[src/rtl/instru_line_cache.sv]
// rtl/instru_line_cache.sv - direct-mapped instruction line cache with Wishbone read port and burst BRAM refill
// Optional ICACHE_STATS_EN adds saturating hit/miss counters.
module instru_line_cache #(
  parameter int LINE_WORDS = 8,
  parameter int LINES      = 4
) (
  input  logic        clk,
  input  logic        rst,
  input  logic        wbs_stb_i,
  input  logic        wbs_cyc_i,
  input  logic        wbs_we_i,
  input  logic [31:0] wbs_dat_i,
  input  logic [31:0] wbs_adr_i,
  output logic        wbs_ack_o,
  output logic [31:0] wbs_dat_o,
  output logic        wbs_cache_miss,
  output logic [31:0] miss_adr_o,
  input  logic [31:0] bram_data_in,
  input  logic        bram_in_valid,
  input  logic        flush_i
`ifdef ICACHE_STATS_EN
  ,output logic [15:0] hit_cnt_o
  ,output logic [15:0] miss_cnt_o
`endif
);

  localparam int OFF_W    = $clog2(LINE_WORDS);
  localparam int IDX_BITS = $clog2(LINES);
  localparam int IDX_W    = (IDX_BITS > 0) ? IDX_BITS : 1;
  localparam int TAG_LSB  = 2 + OFF_W + IDX_BITS;
  localparam int TAG_W    = 32 - TAG_LSB;
  localparam logic [OFF_W-1:0] LAST_WORD = OFF_W'(LINE_WORDS - 1);
  localparam logic [31:0] LINE_MASK = 32'(LINE_WORDS * 4) - 32'd1;

  localparam logic [0:0] ST_IDLE = 1'b0;
  localparam logic [0:0] ST_FILL = 1'b1;

  logic [0:0]       r_state;
  logic [LINES-1:0] r_valid;
  logic [TAG_W-1:0] r_tags [LINES];
  logic [31:0]      r_data [LINES][LINE_WORDS];
  logic [IDX_W-1:0] r_fill_idx;
  logic [TAG_W-1:0] r_fill_tag;
  logic [OFF_W-1:0] r_cnt;
  logic             r_ack;
  logic [31:0]      r_dat;
  logic             r_miss;
  logic [31:0]      r_miss_adr;

  logic [IDX_W-1:0] w_idx;
  logic [OFF_W-1:0] w_off;
  logic [TAG_W-1:0] w_tag;
  logic             w_hit;
  logic             w_rd_req;
  logic             w_wr_req;
  logic             w_beat;
  logic             w_fill_done;
  logic             w_miss_entry;
  logic             w_unused;

  generate
    if (IDX_BITS > 0) begin : g_idx
      assign w_idx = wbs_adr_i[2+OFF_W +: IDX_W];
    end else begin : g_idx_single
      assign w_idx = '0;
    end
  endgenerate

  assign w_off        = wbs_adr_i[2 +: OFF_W];
  assign w_tag        = wbs_adr_i[31:TAG_LSB];
  assign w_hit        = r_valid[w_idx] && (r_tags[w_idx] == w_tag);
  assign w_rd_req     = wbs_stb_i & wbs_cyc_i & ~wbs_we_i & ~r_ack;
  assign w_wr_req     = wbs_stb_i & wbs_cyc_i & wbs_we_i;
  assign w_beat       = (r_state == ST_FILL) & bram_in_valid;
  assign w_fill_done  = w_beat & (r_cnt == LAST_WORD);
  assign w_miss_entry = (r_state == ST_IDLE) & w_rd_req & ~w_hit;
  assign w_unused     = ^{wbs_dat_i, wbs_adr_i[1:0]};

  // Line storage is deliberately not reset; the valid bits alone govern hits.
  always_ff @(posedge clk) begin
    if (w_beat) begin
      r_data[r_fill_idx][r_cnt] <= bram_data_in;
    end
    if (w_fill_done) begin
      r_tags[r_fill_idx] <= r_fill_tag;
    end
  end

  always_ff @(posedge clk) begin
    if (rst) begin
      r_state    <= ST_IDLE;
      r_valid    <= '0;
      r_fill_idx <= '0;
      r_fill_tag <= '0;
      r_cnt      <= '0;
      r_ack      <= 1'b0;
      r_dat      <= 32'h0;
      r_miss     <= 1'b0;
      r_miss_adr <= 32'h0;
    end else begin
      r_ack <= 1'b0;
      case (r_state)
        ST_IDLE: begin
          if (w_rd_req) begin
            if (w_hit) begin
              r_ack <= 1'b1;
              r_dat <= r_data[w_idx][w_off];
            end else begin
              // Victim line goes invalid now so an abandoned fill never leaves mixed data visible.
              r_state        <= ST_FILL;
              r_fill_idx     <= w_idx;
              r_fill_tag     <= w_tag;
              r_miss_adr     <= wbs_adr_i & ~LINE_MASK;
              r_cnt          <= '0;
              r_miss         <= 1'b1;
              r_valid[w_idx] <= 1'b0;
            end
          end
        end
        default: begin
          if (bram_in_valid) begin
            r_cnt  <= r_cnt + OFF_W'(1);
            r_miss <= 1'b0;
            if (r_cnt == LAST_WORD) begin
              r_state <= ST_IDLE;
            end
          end
        end
      endcase

      // Ordering gives fill completion priority over flush and write-invalidate.
      if (w_wr_req && w_hit) begin
        r_valid[w_idx] <= 1'b0;
      end
      if (flush_i) begin
        r_valid <= '0;
      end
      if (w_fill_done) begin
        r_valid[r_fill_idx] <= 1'b1;
      end
    end
  end

  assign wbs_ack_o      = r_ack;
  assign wbs_dat_o      = r_dat;
  assign wbs_cache_miss = r_miss;
  assign miss_adr_o     = r_miss_adr;

`ifdef ICACHE_STATS_EN
  logic [15:0] r_hit_cnt;
  logic [15:0] r_miss_cnt;

  always_ff @(posedge clk) begin
    if (rst) begin
      r_hit_cnt  <= 16'h0;
      r_miss_cnt <= 16'h0;
    end else begin
      if (r_ack && (r_hit_cnt != 16'hFFFF)) begin
        r_hit_cnt <= r_hit_cnt + 16'd1;
      end
      if (w_miss_entry && (r_miss_cnt != 16'hFFFF)) begin
        r_miss_cnt <= r_miss_cnt + 16'd1;
      end
    end
  end

  assign hit_cnt_o  = r_hit_cnt;
  assign miss_cnt_o = r_miss_cnt;
`endif

endmodule

[config.mk]
export PLATFORM = sky130hd
export DESIGN_NAME = instru_line_cache
export DESIGN_NICKNAME = d
export VERILOG_FILES = /design/src/rtl/instru_line_cache.sv
export SDC_FILE = /design/constraint.sdc
export NUM_CORES = 1
export LEC_CHECK = 0
export CELL_PAD_IN_SITES_DETAIL_PLACEMENT = 1
export CELL_PAD_IN_SITES_GLOBAL_PLACEMENT = 2
export CORE_UTILIZATION = 49
export CTS_CLUSTER_SIZE = 12
export DETAILED_ROUTE_END_ITERATION = 7
export HOLD_SLACK_MARGIN = 0.03
export PLACE_DENSITY = 0.9
export SLEW_MARGIN = 0
export SYNTH_ARGS = -nofsm -noshare
export SYNTH_HDL_FRONTEND = slang
export SYNTH_SLANG_ARGS = --single-unit
[constraint.sdc]
create_clock -name clk -period 4.75 [get_ports clk]
set_input_delay 1.1875 -clock clk [delete_from_list [all_inputs] [get_ports clk]]
set_output_delay 1.1875 -clock clk [all_outputs]
set_load 0.005 [all_outputs]
==> flow_metrics.env, run 1 <==
export IMPL_synth_commonest_cells="edfxtp_1, mux4_2, a21oi_1, dfxtp_1, clkbuf_1"
export IMPL_wl_mm=126
export IMPL_avgViaCountPerCell=6.45
export IMPL_maxCapViolCount=0
export IMPL_vias=23200
export IMPL_wl_per_cell_um=35.0
export IMPL_cts_tree="yes"
export IMPL_dr_pass1_iters=5
export IMPL_antenna_found_initial=3
export IMPL_synth_edf_count=1124
export IMPL_drive_above_1_share_pct=27.0
export IMPL_worstSetupPathType="in2reg"
export IMPL_power_share_sequential_pct=53.7
export IMPL_cts_resized=0
export IMPL_ir_drop_uv=360
export IMPL_gr_max_usage_layer="met2"
export IMPL_fmax_mhz=229
export IMPL_syn_inst=2040
export IMPL_place_gp_congestion=0.758
export IMPL_grt_use_total_pct=27.0
export IMPL_slowest_stage="a2111oi_0"
export IMPL_ys_flop_type="edfxtp_1"
export IMPL_setup_viol=0
export IMPL_core_area_um2=91900
export IMPL_grt_pass1_wl_mm=178
export IMPL_initial_utilization_pct=49.7
export IMPL_status="finished clean"
export IMPL_fin_skew_ns=0.0598
export IMPL_relSlewSlack_pct=5.89
export IMPL_leakagePower_nw=16.2
export IMPL_yosysWarningCount=0
export IMPL_synth_most_common_cell="edfxtp_1"
export IMPL_grt_util_met1_pct=34.5
export IMPL_grt_pass1_vias=24700
export IMPL_dp_slack_ns=-0.0430
export IMPL_syn_area_um2=45700
export IMPL_rows=111
export IMPL_num_nets_final=2361
export IMPL_dieWidth_um=307
export IMPL_cts_hold_fix_buffers=0
export IMPL_dr_first_iter_drc_count=2851
export IMPL_fin_crit_sh_pct=91.9
export IMPL_num_io_pins=169
export IMPL_clock_root_buffer="clkbuf_16"
export IMPL_finalWorstSetupSlack_ns=0.387
export IMPL_ant_nets=0
export IMPL_clock_latency_ns=0.72
export IMPL_clk_path_buf_depth=3
export IMPL_post_route_min_period_ns=4.36
export IMPL_grt_met3_usage_pct=5.81
export IMPL_syn_avg_cell_area_um2=22.4
export IMPL_htreeDepth=3
export IMPL_powerDensity_nw_per_um2=406
export IMPL_dieHeight_um=307
export IMPL_ys_ff_latch=1193
export IMPL_synth_area_top_cells="edfxtp_1, mux4_2, dfxtp_1, a21oi_1, a2111oi_0"
export IMPL_die_area_um2=94500
export IMPL_path_cells="buf_8 > buf_12 > buf_12 > mux4_2 > mux4_2 > nor2b_1 > a2111oi_0 > buf_4 > nor3_1"
export IMPL_numClockSinks=1193
export IMPL_synthArstFlopShare_pct=0
export IMPL_drc=0
export IMPL_start_kind="input pin"
export IMPL_yosysTopAreaCell="edfxtp_1"
export IMPL_overflow=0
export IMPL_p_sw_mw=4.49
export IMPL_finalHoldViolCount=0
export IMPL_rsz0062_at_grt="false"
export IMPL_drv_slew=0
export IMPL_critPathMaxFanout=54
export IMPL_p_int_mw=17.0
export IMPL_syn_to_final_growth_pct=15.7
export IMPL_crit_required_ns=5.29
export IMPL_yosys_area_top_type_share_pct=73.9
export IMPL_met2_usage_pct=44.9
export IMPL_dp_hpwl_mm=64.9
export IMPL_p_total_mw=21.5
export IMPL_clkPwrFrac_pct=42.0
export IMPL_hold_path_class="reg2reg"
export IMPL_end_kind="flop"
export IMPL_synth_cell_type_count=47
export IMPL_postCtsSetupRepairBufs=0
export IMPL_cp_arrival_ns=4.91
export IMPL_clk_pin_slew_ns=0.06
export IMPL_numCtsBuffers=119
export IMPL_ys_seq_area_share_pct=76.9
export IMPL_worst_slew_pin_slew_ns=1.38
export IMPL_power_frac_comb_pct=4.3
export IMPL_switching_share_pct=20.9
export IMPL_crit_path_max_incr_delay_ns=1.19
export IMPL_port_buffers=129
export IMPL_grt_max_degree=134
## cell type report
cell class | count | area [µm²]
Antenna cell | 1 | 2.50
Sequential cell | 1193 | 35100
Multi-Input combinational cell | 717 | 10200
Clock buffer | 190 | 3370
Timing Repair Buffer | 221 | 2280
Fill cell | 7757 | 39100
Tap cell | 1243 | 1560
Inverter | 4 | 15.0
Clock inverter | 27 | 324
## state kept, by name (all words and copies together), names as in the netlist
register        cells
r_state             1
wbs_ack_o           1
r_fill_idx          1
miss_adr_o          1
r_fill_tag         25
r_tags            100
wbs_dat_o          32
r_valid             4
wbs_cache_miss      1
r_data           1024
r_cnt               3
## power groups by stage
stage / Sequential (mW) / Clock [mW] / Combinational (mW)
2_1_floorplan: 11.7 / 0 / 0.536
3_3_place_gp: 11.7 / 0 / 0.861
3_5_place_dp: 11.7 / 0 / 0.906
4_1_cts: 11.5 / 9.13 / 0.924
5_1_grt: 11.5 / 9.45 / 0.970
6_report: 11.5 / 9.03 / 0.920
## worst max-delay path, delay by kind of cell
kind	cells	cell delay, ns
AOI/OAI and AO/OA	1	1.19
buffers and inverters	4	1.20
muxes	2	1.03
and+or+nand+nor	2	0.19
## final timing paths
kind / startpoint / to / slack, ns / depth (start not counted)
worst max-delay path: wbs_adr_i[5] / wbs_dat_o[21] / 0.39 / 9
worst min-delay path: r_fill_tag[10] / r_tags[3][10] / 0.52 / 0
worst max register to register: r_tags[2][3] / wbs_dat_o[21] / 0.89 / 9
worst min register to register: r_fill_tag[10] / r_tags[3][10] / 0.52 / 0
## metrics by stage
stage / cells / cell area, µm² / hold slack, ns / setup TNS, ns / utilization, %
final: 3596 / 52800 / 0.515 / 0 / 57.5
after global routing: 3596 / 52800 / 0.541 / 0 / 57.5
after CTS: 3595 / 52800 / 0.518 / 0 / 57.5
after detailed placement: 3378 / 49200 / 0.515 / -0.0430 / 53.5
after global placement: 3378 / 49200 / 0.495 / 0 / 53.5
after floorplan: 2044 / 45700 / 0.464 / 0 / -
## placed cells by master, fill, tap and decap left out, types with 6 or more instances in the layout
cell,Yosys,final
a2111oi_0,32,32
a21oi_1,69,69
buf_12,0,24
buf_4,22,72
clkbuf_1,54,60
clkbuf_16,0,120
clkbuf_8,0,10
clkdlybuf4s50_1,0,123
clkinv_1,0,6
clkinv_2,0,7
dfxtp_1,69,69
edfxtp_1,1124,1124
mux2i_1,14,14
mux4_2,339,339
nand2_1,12,12
nand3_1,36,36
nor2_1,44,7
nor2_4,0,33
nor2b_1,36,36
nor3_1,34,34
o21ai_0,29,29
xnor2_1,13,13
xor2_1,10,10
## metal layers
layer	vias to the layer above	part of all wire, %
met1	12300	37
met4	4	4.3
li1	9083	-
met5	-	0.026
met2	1474	50
met3	317	8.9
## cell families (layout without fill, tap and decap cells)
| logic type | Yosys count | in the layout | synth area share (%) |
|---|---|---|---|
| xor+xnor | 23 | 23 | 0.441 |
| fa+ha+maj | 2 | 2 | 0.0548 |
| simple gates | 180 | 180 | 2.03 |
| buf+inv | 134 | 442 | 1.44 |
| flops | 1193 | 1193 | 76.9 |
| mux | 355 | 355 | 17.1 |
| compound gates | 152 | 152 | 2.06 |
| other cells | 1 | 6 | 0.00821 |
(Power assumes the default switching activity.)
==> inputs of run 2 (changes only) <==
--- a/config.mk
+++ b/config.mk
@@ -12,6 +12,7 @@
 export DETAILED_ROUTE_END_ITERATION = 7
 export HOLD_SLACK_MARGIN = 0.03
 export PLACE_DENSITY = 0.9
+export REMOVE_ABC_BUFFERS = 1
 export SLEW_MARGIN = 0
 export SYNTH_ARGS = -nofsm -noshare
 export SYNTH_HDL_FRONTEND = slang
==> run 2 against run 1 <==
  * Total power fell by 1.2%
  * Count of clock-buffer cells in the layout rose by 10
  * Setup slack gained 0.40 ns
  * Final cell count shrank 0.28%
  * Die area is the same
  * Clock power down 2.7%
  * Routed wire length is 4.0% lower
  * Combinational power down 2.6%
  * Critical endpoint is now wbs_dat_o[28]
  * Highest routed layer unchanged
==> flow_metrics.env, run 2 (same netlist as run 1, synthesis figures left out) <==
export IMPL_status="finished clean"
export IMPL_core_area_um2=91900
export IMPL_path_delay_family="simple AND/OR/NAND/NOR gates"
export IMPL_grt_pass1_wl_mm=172
export IMPL_crit_required_ns=5.27
export IMPL_crit_buf_inv=3
export IMPL_switching_share_pct=20.6
export IMPL_ant_nets=0
export IMPL_die_area_um2=94500
export IMPL_leakagePower_nw=16.0
export IMPL_ir_drop_uv=313
export IMPL_dp_cells=3364
export IMPL_numClockSinks=1193
export IMPL_dieHeight_um=307
export IMPL_num_nets_final=2345
export IMPL_drc=0
export IMPL_cts_hold_fix_buffers=0
export IMPL_clock_latency_ns=0.71
export IMPL_post_route_min_period_ns=3.96
export IMPL_r2r_cells=9
export IMPL_hold_ws_ns=0.469
export IMPL_final_cell_area_um2=52700
export IMPL_cp_arrival_ns=4.48
export IMPL_path_cells="buf_8 > mux4_2 > xor2_1 > nor4_2 > and4b_1 > nand4_1 > buf_4 > a2111oi_0 > buf_4 > nor3_1"
export IMPL_start_kind="input pin"
export IMPL_p_sw_mw=4.37
export IMPL_end_kind="flop"
export IMPL_num_io_pins=169
export IMPL_layout_commonest_cell="edfxtp_1"
export IMPL_port_buffers=129
export IMPL_power_frac_comb_pct=4.2
export IMPL_postCtsSetupRepairBufs=0
export IMPL_rsz0062_at_grt="false"
export IMPL_final_cell_mix="edfxtp_1, mux4_2, clkdlybuf4s50_1"
export IMPL_antenna_found_initial=8
export IMPL_fin_crit_sh_pct=83.4
export IMPL_dieWidth_um=307
export IMPL_htreeDepth=3
export IMPL_clk_pin_slew_ns=0.06
export IMPL_cts_tree="yes"
export IMPL_multi_input_area_um2=10200
export IMPL_dr_pass1_iters=5
export IMPL_rows=111
export IMPL_power_share_sequential_pct=54.3
export IMPL_top_register="r_data"
export IMPL_largest_reg_flops=1024
export IMPL_dpl_cell_area_um2=49100
export IMPL_numCtsBuffers=117
export IMPL_critPathMaxFanout=34
export IMPL_hold_depth=1
export IMPL_drv_slew=0
export IMPL_hold_path_class="reg2reg"
export IMPL_setup_tns_ns=0
export IMPL_fin_cells=3586
export IMPL_overflow=0
export IMPL_initial_utilization_pct=49.7
export IMPL_maxCapViolCount=0
export IMPL_final_core_util_pct=57.3
export IMPL_wl_mm=121
export IMPL_cp_common_cell="buf_4"
export IMPL_relSlewSlack_pct=22.4
export IMPL_slowest_stage="mux4_2"
export IMPL_powerDensity_nw_per_um2=403
export IMPL_grt_max_degree=116
export IMPL_worst_slew_pin_slew_ns=1.16
export IMPL_syn_to_final_growth_pct=15.3
export IMPL_clock_root_buffer="clkbuf_16"
export IMPL_p_int_mw=16.8
export IMPL_drive_above_1_share_pct=26.2
export IMPL_worstSetupPathType="in2reg"
export IMPL_fmax_mhz=252
export IMPL_place_gp_congestion=0.768
export IMPL_setup_viol=0
export IMPL_dp_hpwl_mm=62.8
export IMPL_finalHoldViolCount=0
export IMPL_dp_slack_ns=0.0337
export IMPL_wl_per_cell_um=33.6
export IMPL_regArea_um2=35100
export IMPL_grt_use_total_pct=25.9
export IMPL_avgViaCountPerCell=6.41
export IMPL_grt_pass1_vias=24200
export IMPL_fill_cells=7764
export IMPL_critical_path_cell_count=10
export IMPL_cts_resized=0
export IMPL_crit_path_max_incr_delay_ns=0.58
export IMPL_vias=23000
export IMPL_finalWorstSetupSlack_ns=0.788
export IMPL_fin_skew_ns=0.0285
export IMPL_clkPwrFrac_pct=41.4
export IMPL_p_total_mw=21.2
export IMPL_clk_path_buf_depth=3
export IMPL_dr_first_iter_drc_count=2706
==> run 2: cell types whose count changed in the layout (fill, tap and decap cells not counted), moves of 2 or more <==
cell / previous run / this run
clkbuf_1: 60 / 71
clkinv_16: 2 / 0
buf_4: 72 / 54
buf_12: 24 / 28
inv_6: 3 / 1
bufinv_16: 4 / 2
==> run 2: final cells by class <==
| type | instances | share of cell area (%) |
|---|---|---|
| Antenna cell | 2 | 0.00950 |
| Inverter | 4 | 0.0285 |
| Clock inverter | 20 | 0.349 |
| Clock buffer | 200 | 6.42 |
| Multi-Input combinational cell | 717 | 19.3 |
| Sequential cell | 1193 | 66.7 |
| Timing Repair Buffer | 207 | 4.23 |
| Tap cell | 1243 | 2.95 |
==> run 2: path summary, 6_finish.rpt <==
path	slack, ns	start	to
min	0.47	wbs_cache_miss	wbs_cache_miss
max reg2reg	1.37	r_tags[0][3]	wbs_dat_o[28]
min reg2reg	0.47	wbs_cache_miss	wbs_cache_miss
max	0.79	wbs_adr_i[5]	wbs_dat_o[28]
==> run 2: worst register-to-register path: stages (launching register included) <==
cell and delay [ns]:
edfxtp_1 0.37, mux4_2 0.48, xor2_1 0.17, nor4_2 0.47
and4b_1 0.30, nand4_1 0.26, buf_4 0.31, a2111oi_0 0.57
buf_4 0.22, nor3_1 0.04
==> run 2: metal layers <==
layer	global-route usage [%]	share of wire, %	up-vias
met5	0	0.060	-
met3	4.85	9.2	229
met2	43.5	51	1431
met1	34.7	38	12300
met4	7.57	2.5	10
li1	-	-	9035
==> run 2: power groups by stage <==
stage	registers [mW]	logic (mW)	clock network [mW]
2_1_floorplan	11.7	0.389	0
3_3_place_gp	11.7	0.853	0
3_5_place_dp	11.7	0.895	0
4_1_cts	11.5	0.905	8.90
5_1_grt	11.5	0.953	9.22
6_report	11.5	0.896	8.79
==> inputs of run 3 (changes only) <==
==> constraint.sdc (replaced) <==
create_clock -name clk -period 4.05 [get_ports clk]
set_input_delay 1.0125 -clock clk [delete_from_list [all_inputs] [get_ports clk]]
set_output_delay 1.0125 -clock clk [all_outputs]
set_load 0.005 [all_outputs]
==> run 3 against run 2 <==
  * Global-route usage up 2.3 points
  * Sequential share of layout area shrank 0.53 points
  * Register-to-register slack got worse by 0.82 ns
  * Largest power group unchanged
  * Non-clock buffer count is 36 higher
  * Routed wire length increased by 8.8%
  * Die area unchanged
  * Combinational power rose by 23%
  * Final cell count increased by 0.75%
  * Setup slack worse by 0.45 ns
  * Final area grew 0.80%
==> flow_metrics.env, run 3 (same netlist as run 1, synthesis figures left out) <==
export IMPL_fin_skew_ns=0.0750
export IMPL_num_nets_final=2382
export IMPL_overflow=0
export IMPL_dp_cells=3400
export IMPL_powerDensity_nw_per_um2=474
export IMPL_status="finished clean"
export IMPL_grt_use_total_pct=28.2
export IMPL_crit_path_max_incr_delay_ns=0.73
export IMPL_postCtsSetupRepairBufs=0
export IMPL_end_kind="flop"
export IMPL_rows=111
export IMPL_grt_pass1_wl_mm=186
export IMPL_core_area_um2=91900
export IMPL_htreeDepth=3
export IMPL_dr_pass1_iters=5
export IMPL_setup_tns_ns=0
export IMPL_slowest_stage="a2111oi_0"
export IMPL_vias=24200
export IMPL_relSlewSlack_pct=19.9
export IMPL_initial_utilization_pct=49.7
export IMPL_wl_mm=131
export IMPL_port_buffers=129
export IMPL_post_route_min_period_ns=3.71
export IMPL_grt_util_met1_pct=37.5
export IMPL_clock_latency_ns=0.73
export IMPL_dpl_cell_area_um2=49500
export IMPL_grt_met3_usage_pct=5.10
export IMPL_dp_hpwl_mm=65.3
export IMPL_num_io_pins=169
export IMPL_critPathMaxFanout=51
export IMPL_path_delay_family="buffers and inverters"
export IMPL_final_cell_mix="edfxtp_1, mux4_2, clkdlybuf4s50_1"
export IMPL_clk_path_buf_depth=3
export IMPL_crit_required_ns=4.59
export IMPL_met2_usage_pct=46.4
export IMPL_grt_pass1_vias=25100
export IMPL_clk_pin_slew_ns=0.06
export IMPL_path_cells="buf_8 > buf_12 > mux4_2 > xnor2_1 > nand4_1 > nor4_2 > nand4_1 > buf_12 > a2111oi_0 > buf_4 > nor3_1"
export IMPL_drv_slew=0
export IMPL_gr_max_usage_layer="met2"
export IMPL_numCtsBuffers=118
export IMPL_cts_resized=0
export IMPL_die_area_um2=94500
export IMPL_maxCapViolCount=0
export IMPL_numClockSinks=1193
export IMPL_leakagePower_nw=16.3
export IMPL_syn_to_final_growth_pct=16.2
export IMPL_dieHeight_um=307
export IMPL_fmax_mhz=270
export IMPL_dr_first_iter_drc_count=3471
export IMPL_antenna_found_initial=5
export IMPL_regArea_um2=35100
export IMPL_worstSetupPathType="in2reg"
export IMPL_layout_commonest_cell="edfxtp_1"
export IMPL_avgViaCountPerCell=6.69
export IMPL_start_kind="input pin"
export IMPL_fin_crit_sh_pct=91.6
export IMPL_crit_buf_inv=4
export IMPL_cts_hold_fix_buffers=0
export IMPL_fill_cells=7756
export IMPL_rsz0062_at_grt="false"
export IMPL_cp_arrival_ns=4.25
export IMPL_ir_drop_uv=415
export IMPL_hold_ws_ns=0.508
export IMPL_final_cell_area_um2=53100
export IMPL_setup_viol=0
export IMPL_grt_max_degree=70
export IMPL_finalHoldViolCount=0
export IMPL_p_total_mw=25.2
export IMPL_place_gp_congestion=0.791
export IMPL_ant_nets=0
export IMPL_drive_above_1_share_pct=27.6
export IMPL_worst_slew_pin_slew_ns=1.20
export IMPL_cts_tree="yes"
export IMPL_wl_per_cell_um=36.3
export IMPL_hold_path_class="reg2reg"
export IMPL_largest_reg_flops=1024
export IMPL_dieWidth_um=307
export IMPL_drc=0
export IMPL_fin_cells=3613
export IMPL_multi_input_area_um2=10200
export IMPL_clock_root_buffer="clkbuf_16"
export IMPL_top_register="r_data"
run 3: cell types whose count changed in the layout (fill, tap and decap cells not counted), sizes merged:
cell	delta
bufinv	+1
clkbuf	-14
clkinvlp	+1
diode	-1
inv	-2
buf	+36
clkinv	+6
run 3: area by class of cell:
class                   instances  share of cell area (%)
multi-input cells             717                    19.2
flip-flops and latches       1193                    66.2
diodes                          1                 0.00471
clock inverters                26                   0.568
inverters                       4                  0.0283
well taps                    1243                    2.93
repair buffers                243                    4.87
clock buffers                 186                    6.27
run 3: path summary, 6_finish.rpt:
check,slack (ns),cells past startpoint,endpoint,from
hold / removal,0.51,1,wbs_cache_miss,wbs_cache_miss
hold reg to reg,0.51,1,wbs_cache_miss,wbs_cache_miss
setup / recovery,0.34,11,wbs_dat_o[4],wbs_adr_i[5]
setup reg to reg,0.55,9,wbs_dat_o[4],r_tags[2][3]
run 3: per-stage QoR:
stage	setup WS (ns)	utilization [%]
after floorplan	-0.0426	-
after global placement	-0.237	53.8
after detailed placement	-0.303	53.8
after CTS	0.315	57.7
after global routing	0.238	57.7
final	0.342	57.7
run 3: power breakdown:
part | total (mW) | internal (mW) | switching (mW)
clock network | 10.5 | 5.82 | 4.73
registers | 13.5 | 13.5 | 0.0221
logic | 1.10 | 0.489 | 0.610
run 3: per-layer routing:
layer | share of wire, % | wire (µm)
met1 | 36 | 47600
met2 | 49 | 64900
met3 | 10 | 13800
met4 | 3.8 | 5010
met5 | 0.018 | 23
